<file path="src/rtl/lsu_pkg.sv">
// Shared encodings for the byte-serial load/store unit: access sizes, FSM states
// and the size-to-byte-count helper.
package lsu_pkg;

    typedef enum logic [1:0] {
        SIZE_B = 2'd0,
        SIZE_H = 2'd1,
        SIZE_W = 2'd2,
        SIZE_D = 2'd3
    } lsu_size_e;

    typedef enum logic [1:0] {
        IDLE  = 2'd0,
        LOAD  = 2'd1,
        STORE = 2'd2,
        RESP  = 2'd3
    } lsu_state_e;

    function automatic logic [3:0] lsu_nbytes(input logic [1:0] size);
        return 4'd1 << size;
    endfunction

endpackage

</file>
<file path="src/rtl/lsu_ext.sv">
// Sign/zero extension of an assembled little-endian load value to XLEN bits.
// Sizes wider than XLEN return the raw data unchanged.
module lsu_ext
    import lsu_pkg::*;
#(
    parameter int XLEN = 32
) (
    input  logic [XLEN-1:0] data_i,
    input  logic [1:0]      size_i,
    input  logic            unsigned_i,
    output logic [XLEN-1:0] ext_o
);

    logic [6:0]      nbits;
    logic [XLEN-1:0] keep;
    logic            fill;

    always_comb begin
        nbits = {lsu_nbytes(size_i), 3'b000};
        if (nbits > 7'(XLEN)) begin
            nbits = 7'(XLEN);
        end
        // Shifting by XLEN wraps to zero, so the full-width mask falls out as all ones.
        keep  = (XLEN'(1) << nbits) - XLEN'(1);
        fill  = !unsigned_i && (|(data_i & (XLEN'(1) << (nbits - 7'd1))));
        ext_o = (data_i & keep) | ({XLEN{fill}} & ~keep);
    end

endmodule

</file>
<file path="src/rtl/lsu_byte_seq.sv">
// Byte-serial load/store sequencer in front of an 8-bit synchronous RAM.
// Define LSU_MISALIGN_CHECK_EN to reject misaligned half/word/dword accesses with resp_err.
module lsu_byte_seq
    import lsu_pkg::*;
#(
    parameter int XLEN       = 32,
    parameter int ADDR_WIDTH = 17
) (
    input  logic                  clk,
    input  logic                  rst_n,
    input  logic                  rdy,
    // Request: accepted on a rising edge where req_valid && req_ready; all fields latched then.
    input  logic                  req_valid,
    output logic                  req_ready,
    input  logic                  req_we,
    input  logic [1:0]            req_size,
    input  logic                  req_unsigned,
    input  logic [31:0]           req_addr,
    input  logic [XLEN-1:0]       req_wdata,
    input  logic [4:0]            req_rd,
    output logic                  ram_en,
    output logic                  ram_r_nw,
    output logic [ADDR_WIDTH-1:0] ram_a,
    output logic [7:0]            ram_dout,
    input  logic [7:0]            ram_din,
    output logic                  resp_valid,
    output logic [4:0]            resp_rd,
    output logic [XLEN-1:0]       resp_rdata,
    output logic                  resp_err,
    output logic                  busy,
    output lsu_state_e            dbg_state_o
);

    lsu_state_e            state_q, state_d;
    logic [3:0]            cnt_q, cnt_d;
    logic                  we_q, uns_q, err_q, rd_pend_q;
    logic [1:0]            size_q;
    logic [ADDR_WIDTH-1:0] addr_q;
    logic [XLEN-1:0]       wdata_q, data_q, ext_data;
    logic [4:0]            rd_q;
    logic [2:0]            rd_idx_q;
    logic [3:0]            nbytes;
    logic                  accept, req_bad, issue;
    logic [31-ADDR_WIDTH:0] unused_addr_hi;

    assign unused_addr_hi = req_addr[31:ADDR_WIDTH];
    assign nbytes         = lsu_nbytes(size_q);
    assign req_ready      = (state_q == IDLE) && rdy;
    assign accept         = req_valid && req_ready;

    always_comb begin
        req_bad = (XLEN == 32) && (req_size == SIZE_D);
`ifdef LSU_MISALIGN_CHECK_EN
        if ((req_addr[2:0] & (3'(lsu_nbytes(req_size)) - 3'd1)) != 3'd0) begin
            req_bad = 1'b1;
        end
`endif
    end

    always_comb begin
        state_d = state_q;
        cnt_d   = cnt_q;
        issue   = 1'b0;
        case (state_q)
            IDLE: begin
                if (accept) begin
                    cnt_d = 4'd0;
                    if (req_bad)     state_d = RESP;
                    else if (req_we) state_d = STORE;
                    else             state_d = LOAD;
                end
            end
            LOAD: begin
                // One extra cycle after the last issue waits for its read byte.
                if (rdy) begin
                    if (cnt_q == nbytes) begin
                        state_d = RESP;
                    end else begin
                        issue = 1'b1;
                        cnt_d = cnt_q + 4'd1;
                    end
                end
            end
            STORE: begin
                if (rdy) begin
                    issue = 1'b1;
                    cnt_d = cnt_q + 4'd1;
                    if (cnt_q == nbytes - 4'd1) state_d = RESP;
                end
            end
            RESP: begin
                if (rdy) state_d = IDLE;
            end
            default: state_d = IDLE;
        endcase
    end

    always_ff @(posedge clk or negedge rst_n) begin
        if (!rst_n) begin
            state_q   <= IDLE;
            cnt_q     <= 4'd0;
            we_q      <= 1'b0;
            uns_q     <= 1'b0;
            err_q     <= 1'b0;
            size_q    <= 2'd0;
            addr_q    <= '0;
            wdata_q   <= '0;
            rd_q      <= 5'd0;
            data_q    <= '0;
            rd_pend_q <= 1'b0;
            rd_idx_q  <= 3'd0;
        end else begin
            state_q   <= state_d;
            cnt_q     <= cnt_d;
            rd_pend_q <= issue && !we_q;
            rd_idx_q  <= cnt_q[2:0];
            // Capture runs regardless of rdy so a byte issued before a stall is not lost.
            if (rd_pend_q) begin
                data_q <= data_q | (XLEN'(ram_din) << {rd_idx_q, 3'b000});
            end
            if (accept) begin
                we_q    <= req_we;
                uns_q   <= req_unsigned;
                err_q   <= req_bad;
                size_q  <= req_size;
                addr_q  <= req_addr[ADDR_WIDTH-1:0];
                wdata_q <= req_wdata;
                rd_q    <= req_rd;
                data_q  <= '0;
            end
        end
    end

    lsu_ext #(.XLEN(XLEN)) u_ext (
        .data_i     (data_q),
        .size_i     (size_q),
        .unsigned_i (uns_q),
        .ext_o      (ext_data)
    );

    assign ram_en      = issue;
    assign ram_r_nw    = !(issue && we_q);
    assign ram_a       = issue ? (addr_q + ADDR_WIDTH'(cnt_q)) : '0;
    assign ram_dout    = (issue && we_q) ? 8'(wdata_q >> {cnt_q[2:0], 3'b000}) : 8'd0;
    assign resp_valid  = (state_q == RESP);
    assign resp_err    = resp_valid && err_q;
    assign resp_rdata  = (resp_valid && !err_q) ? ext_data : '0;
    assign resp_rd     = rd_q;
    assign busy        = (state_q != IDLE);
    assign dbg_state_o = state_q;

endmodule

</file>
<file path="config.mk">
export PLATFORM = sky130hd
export DESIGN_NAME = lsu_byte_seq
export DESIGN_NICKNAME = d
export VERILOG_FILES = /design/src/rtl/lsu_pkg.sv /design/src/rtl/lsu_ext.sv /design/src/rtl/lsu_byte_seq.sv
export SDC_FILE = /design/constraint.sdc
export NUM_CORES = 1
export LEC_CHECK = 0
export ABC_AREA = 1
export BUFFER_PORTS_ARGS = -buffer_cell sky130_fd_sc_hd__buf_2
export CORE_ASPECT_RATIO = 2
export CORE_UTILIZATION = 50
export CTS_BUF_LIST = sky130_fd_sc_hd__clkbuf_4 sky130_fd_sc_hd__clkbuf_8
export DETAILED_ROUTE_END_ITERATION = 10
export HOLD_SLACK_MARGIN = 0.03
export PLACE_DENSITY = 0.76
export SYNTH_ARGS = -nofsm -noshare
export SYNTH_HDL_FRONTEND = slang
export SYNTH_HIERARCHICAL = 1
export SYNTH_SLANG_ARGS = --single-unit
</file>
<file path="constraint.sdc">
create_clock -name clk -period 2.7 [get_ports clk]
set_input_delay 0 -clock clk [delete_from_list [all_inputs] [get_ports clk]]
set_output_delay 0 -clock clk [all_outputs]
set_load 0.02 [all_outputs]
</file>
After elaboration in Yosys (flattened, before gate mapping). Cells that the tools add are included.

Input port bits: 85. Flip-flop bits (word level): 101. Output and inout port bits: 70.

$lt $le $gt $ge: 1. Bitwise gates (word level): 6. Shifts and indexed selects: 5. Equality and inequality tests: 13. Reductions and logical operators: 18. Mux-type cells: 24. Add/sub/neg operators: 5.

Operators by type and width (number): $and A32 B32 Y32 (3); $mux W32 (3); $or A32 B32 Y32 (2); $shl A1 B7 Y32 const A (2); $not A32 Y32 (1); $reduce_or A32 Y1 (1); $shl A8 B6 Y32 (1); $shr A32 B6 Y8 (1); $sub A32 B2 Y32 const B (1); $add A17 B4 Y17 (1); $mux W17 (1); $mux W2 (8); $mux W4 (4); $ne A2 B2 Y1 const B (7); $pmux W4 S3 (1); $eq A4 B4 Y1 (2); $mux W8 (1); $pmux W2 S4 (1); $gt A7 B6 Y1 const B (1); $logic_and A1 B1 Y1 (7); $mux W7 (1); $sub A7 B1 Y7 const B (1); $eq A2 B2 Y1 const B (3); $reduce_and A6 Y1 (1); 11 further kinds (17).

Depth between registers and ports, before layout.
Depth in word-level cells: 11. Depth in mapped cells: 13. Depth with buffers taken out: 12.

Hierarchy. The synthesis kept the hierarchy.

By module, submodules not included: lsu_byte_seq (times used 1, cells each 723, area an instance 5241.3 µm²); lsu_ext (times used 1, cells each 90, area an instance 569.3 µm²).

Least setup slack after synthesis. No wires, ideal clock.

Path kind: register to output. Start: register size_q[1]. End: output port resp_rdata[0]. Path buffers: 1. Arrival time: 2192 ps. Cell stages (with the launch flop): 14. Required time: 2700 ps. Setup slack: 508 ps. Cells stage by stage: dfrtp_1 buf_6 nor2_8 inv_1 ha_1 ha_1 nand3_1 nand2_1 inv_2 nand2_8 nand3_4 nand2_2 inv_1 nor2_1.

Longest elaborated chain between the ends: 11.

Ends and longest elaborated chain: start: declaration (RTL line lsu_byte_seq.sv:37) `logic [1:0] size_q;`; start signal: assignment (RTL line lsu_byte_seq.sv:125) `size_q <= req_size;`; $shl A1 B2 Y4 * (RTL line lsu_pkg.sv:20) `return 4'd1 << size;`; $gt A7 B6 Y1 (RTL line lsu_ext.sv:20) `if (nbits > 7'(XLEN)) begin`; $mux W7 * (RTL line lsu_ext.sv:20); $sub A7 B1 Y7 (RTL line lsu_ext.sv:25) `fill = !unsigned_i && (|(data_i & (XLEN'(1) << (nbits - 7'd1))));`; $shl A1 B7 Y32 (RTL line lsu_ext.sv:25); $and A32 B32 Y32 (RTL line lsu_ext.sv:25); $reduce_or A32 Y1 (RTL line lsu_ext.sv:25); $logic_and A1 B1 Y1 (RTL line lsu_ext.sv:25); $and A32 B32 Y32 (RTL line lsu_ext.sv:26) `ext_o = (data_i & keep) | ({XLEN{fill}} & ~keep);`; $or A32 B32 Y32 * (RTL line lsu_ext.sv:26); named net ext_data[0] (RTL line lsu_byte_seq.sv:39) `logic [XLEN-1:0] wdata_q, data_q, ext_data;`; $mux W32 * (RTL line lsu_byte_seq.sv:147) `assign resp_rdata = (resp_valid && !err_q) ? ext_data : '0;`; end: declaration (RTL line lsu_byte_seq.sv:28) `output logic [XLEN-1:0] resp_rdata,`.

Mark *: on every way through the listed nets, which the timed path passes. The rest lies on a longest branch.

Worst setup path after layout.
Start: register size_q[1]. End: output port resp_rdata[31].

Same word-level chain as after synthesis.

==> impl_metrics.prom <==
# TYPE chip_impl_metric gauge
chip_impl_info{name="status",value="completed"} 1
chip_impl_metric{name="num_antenna_cells",unit=""} 0
chip_impl_metric{name="pwr-share-seq",unit=""} 0.373
chip_impl_metric{name="globalRouteOverflowTotal",unit=""} 0
chip_impl_metric{name="maxSlewViolCount",unit=""} 0
chip_impl_metric{name="postRouteAntennaNets",unit=""} 0
chip_impl_metric{name="first_pass_grt_wire_length",unit="µm"} 25300
chip_impl_metric{name="synth_enable_flop_cells",unit=""} 0
chip_impl_metric{name="tritoncts.num_buffers",unit=""} 9
chip_impl_metric{name="routed_wl_per_cell",unit="µm"} 13.4
chip_impl_metric{name="critical_path.max_fanout",unit=""} 8
chip_impl_metric{name="final_min_period_over_clock_period",unit=""} 0.921
chip_impl_metric{name="numClockSinks",unit=""} 101
chip_impl_metric{name="worst_skew_pair.late_latency",unit="ns"} 0.35
chip_impl_metric{name="final_total_pwr",unit="W"} 0.00717
chip_impl_metric{name="ioPinCount",unit=""} 155
chip_impl_metric{name="post-dp-hpwl",unit="µm"} 10800
chip_impl_metric{name="p_sw",unit="W"} 0.00322
chip_impl_metric{name="worst_pin_slew",unit="ns"} 0.693
chip_impl_metric{name="grt_use_met2",unit=""} 0.514
chip_impl_metric{name="setup-violations-final",unit=""} 0
chip_impl_metric{name="async_reset_ff_frac",unit=""} 1.00
chip_impl_metric{name="post-place-ws",unit="ns"} 0.388
chip_impl_metric{name="ff2ff_setup_slack",unit="ns"} 0.90
chip_impl_metric{name="area_growth_syn_to_layout",unit="%"} 30.3
chip_impl_info{name="timing.critical_path.from_type",value="flop"} 1
chip_impl_metric{name="floorplan.die.height",unit="µm"} 154
chip_impl_metric{name="hold-path-cell-count",unit=""} 5
chip_impl_metric{name="skew",unit="ns"} 0.00706
chip_impl_metric{name="drt-vias-per-instance",unit=""} 4.91
chip_impl_metric{name="routed-via-count",unit=""} 5687
chip_impl_info{name="worst_r2r_startpoint",value="dbg_state_o[1]"} 1
chip_impl_metric{name="combPwrFrac",unit=""} 0.481
chip_impl_metric{name="powerDensity",unit="nW/µm²"} 946
chip_impl_metric{name="drive_gt1_frac",unit=""} 0.222
chip_impl_metric{name="num-nets-final",unit=""} 1111
chip_impl_metric{name="power.ir.vdd_worst",unit="mV"} 0.654
chip_impl_metric{name="finalWirelength",unit="µm"} 15500
chip_impl_metric{name="post-route-cell-area",unit="µm²"} 7570
chip_impl_metric{name="post_layout_worst_setup_margin",unit="ns"} 0.212
chip_impl_metric{name="multiInputGateArea",unit="µm²"} 2740
chip_impl_metric{name="period_minus_slack",unit="ns"} 2.49
chip_impl_metric{name="dpl-instance-area",unit="µm²"} 6650
chip_impl_info{name="endpoint_kind",value="primary output"} 1
chip_impl_metric{name="grtUsageMet3",unit=""} 0.0336
chip_impl_metric{name="clockPowerShare",unit=""} 0.147
chip_impl_info{name="timing_worst_setup_path_type",value="reg -> out"} 1
chip_impl_metric{name="vias_in_the_first_global_route",unit=""} 5563
chip_impl_metric{name="worst_ep_arrival_time",unit="ns"} 2.49
chip_impl_metric{name="synth-warning-count",unit=""} 6
chip_impl_metric{name="port_buffers",unit=""} 139
chip_impl_metric{name="cell_internal_pwr",unit="W"} 0.00394
chip_impl_metric{name="die_area",unit="µm²"} 12100
chip_impl_metric{name="antenna_found_initial",unit=""} 0
chip_impl_metric{name="netlist_instances",unit=""} 813
chip_impl_metric{name="post_synthesis_sequential_area_ratio",unit=""} 0.435
chip_impl_metric{name="fmax",unit="GHz"} 0.402
chip_impl_info{name="globalRoute.busiestLayer",value="met2"} 1
chip_impl_metric{name="clock_path_buffers",unit=""} 2
chip_impl_metric{name="fp.coreArea",unit="µm²"} 11300
chip_impl_metric{name="ys_ff_latch",unit=""} 101
chip_impl_metric{name="grt_start_max_net_pins",unit=""} 63
chip_impl_metric{name="slew_headroom",unit=""} 0.538
chip_impl_metric{name="syn-mean-instance-area",unit="µm²"} 7.15
chip_impl_metric{name="place.gp.congestion",unit=""} 0.937
chip_impl_metric{name="dr.pass1.iters",unit=""} 4
chip_impl_info{name="tritoncts",value="built"} 1
chip_impl_metric{name="initial_core_util",unit=""} 0.515
chip_impl_metric{name="cap_violations",unit=""} 0
chip_impl_metric{name="hold_violations",unit=""} 0
chip_impl_info{name="holdCritPathClass",value="in -> reg"} 1
chip_impl_metric{name="power.static_leakage",unit="nW"} 4.18
chip_impl_info{name="holdPathEnd",value="dbg_state_o[1]"} 1
chip_impl_metric{name="grt_use_met1",unit=""} 0.268
chip_impl_metric{name="r2r_cells",unit=""} 8
chip_impl_metric{name="initialDrtViolationCount",unit=""} 230
chip_impl_metric{name="htreeDepth",unit=""} 3
chip_impl_metric{name="register_cell_area_after_layout",unit="µm²"} 2530
chip_impl_info{name="critical_r2r_capture",value="cnt_q[0]"} 1
chip_impl_metric{name="crit_required",unit="ns"} 2.70
chip_impl_metric{name="detail_route.drc_violations",unit=""} 0
chip_impl_info{name="min-delay-start",value="rdy"} 1
chip_impl_metric{name="post_synth_num_cell_types",unit=""} 32
chip_impl_metric{name="power.share.switching",unit=""} 0.450
chip_impl_info{name="cts.root.buffer_cell",value="clkbuf_8"} 1
chip_impl_metric{name="layout.filler_cells",unit=""} 988
chip_impl_metric{name="die_w",unit="µm"} 78.2
chip_impl_metric{name="clk_pin_slew",unit="ns"} 0.09
chip_impl_info{name="synth-main-ff-cell",value="dfrtp_1"} 1
chip_impl_metric{name="fin_tns_setup",unit="ns"} 0
chip_impl_metric{name="synth_nets",unit=""} 912
chip_impl_metric{name="synthesis.area",unit="µm²"} 5810
chip_impl_metric{name="num_rows",unit=""} 55
chip_impl_metric{name="grt_usage",unit=""} 0.268
## registers in the layout (all words and copies together), names as in the netlist, 2 cells and up
name         count
resp_rd          5
addr_q          17
wdata_q         32
rd_idx_q         3
cnt_q            4
data_q          32
dbg_state_o      2
size_q           2
## power groups by stage
stage	registers (W)	logic [W]	clock network [W]
3_5_place_dp	0.00269	0.00329	0
2_1_floorplan	0.00259	0.00249	0
3_3_place_gp	0.00267	0.00321	0
4_1_cts	0.00267	0.00337	0.00107
5_1_grt	0.00275	0.00389	0.00112
6_report	0.00267	0.00344	0.00105
## metal layers
| metal | share of wire | vias to the layer above |
|---|---|---|
| li1 | - | 2878 |
| met1 | 0.37 | 2623 |
| met2 | 0.57 | 148 |
| met4 | 0.040 | 0 |
| met5 | 0 | - |
| met3 | 0.028 | 38 |
## layout by cell type, fill, tap and decap left out, types with 3 or more instances in the layout
cell type      netlist  layout
a21oi_1             37      37
buf_2                9     137
buf_4                0      14
clkbuf_8             0      10
clkinvlp_4           0       3
dfrtp_1            101     100
dlygate4sd3_1        0      67
ha_1                13      13
inv_1               97      96
inv_2                4       4
nand2_1            267     266
nand2_2             34      35
nand3_1             22      22
nand3_4              4       4
nand4_1              6       6
nor2_1             117     117
nor3_1               3       3
o21ai_0             42      41
o22ai_1              8       8
xnor2_1              4       4
xor2_1               7       7
## repair_timing
action / in CTS / in global routing
gates resized for setup: 1 / 3
endpoints found under the hold margin: 122 / 0
pin swaps: 0 / 1
setup endpoints to repair: 10 / 34
setup buffers: 0 / 3
hold buffers: 67 / 0
## cell usage after synthesis (2+ instances only)
cell type	number	area share
nand3_4	4	0.012
nor2_1	117	0.076
xnor2_1	4	0.0060
nand3_2	2	0.0034
nand2_2	34	0.037
a21oi_1	37	0.032
nor2_2	2	0.0022
xor2_1	7	0.011
inv_1	97	0.063
dfrtp_1	101	0.43
o22ai_1	8	0.0086
nor3_1	3	0.0026
buf_2	9	0.0078
nand3_1	22	0.019
ha_1	13	0.028
clkbuf_1	21	0.014
o21ai_0	42	0.036
buf_6	2	0.0039
inv_2	4	0.0026
nand2_1	267	0.17
nand4_1	6	0.0065
## kinds of logic after synthesis
family                   synth area share
AND/OR/NAND/NOR                     0.344
buffers and inverters              0.0939
flip-flops                          0.435
AO/OA/AOI/OAI                      0.0795
adder cells (fa/ha/maj)            0.0314
XOR/XNOR                           0.0166
## worst max-delay path: stages, from the launching register on
cell	delay, ns
dfrtp_2	0.49
buf_4	0.18
inv_6	0.07
nand2_1	0.07
ha_1	0.18
ha_1	0.27
nand3_1	0.08
nand2_1	0.08
inv_2	0.06
nand2_8	0.10
nand3_4	0.15
nand2_2	0.10
inv_1	0.04
nor2_1	0.09
buf_2	0.17
## metrics by stage
stage	hold WS (ns)	std cells	util
after CTS	0.0995	1155	0.668
after global routing	0.135	1158	0.671
after detailed placement	0.0895	1073	0.589
final	0.126	1158	0.671
after global placement	0.0885	1073	0.589
after floorplan	-0.296	813	-
## worst max-delay path by stage
stage                          end  cells after the start       from  slack, ns
floorplan            resp_rdata[0]                     13  size_q[1]       0.51
global placement    resp_rdata[11]                     13  size_q[1]       0.41
detailed placement  resp_rdata[26]                     13  size_q[1]       0.39
CTS                 resp_rdata[31]                     13  size_q[1]       0.06
global route         resp_rdata[4]                     14  size_q[1]     -0.003
finish              resp_rdata[31]                     14  size_q[1]       0.21
## final cells by class
cell class,count,share of cell area
inverters,104,0.0532
flip-flops and latches,101,0.334
clock inverters,5,0.0111
repair buffers,220,0.198
clock buffers,10,0.0182
multi-input cells,576,0.362
well taps,142,0.0235
Power figures use the tool's default switching activity.
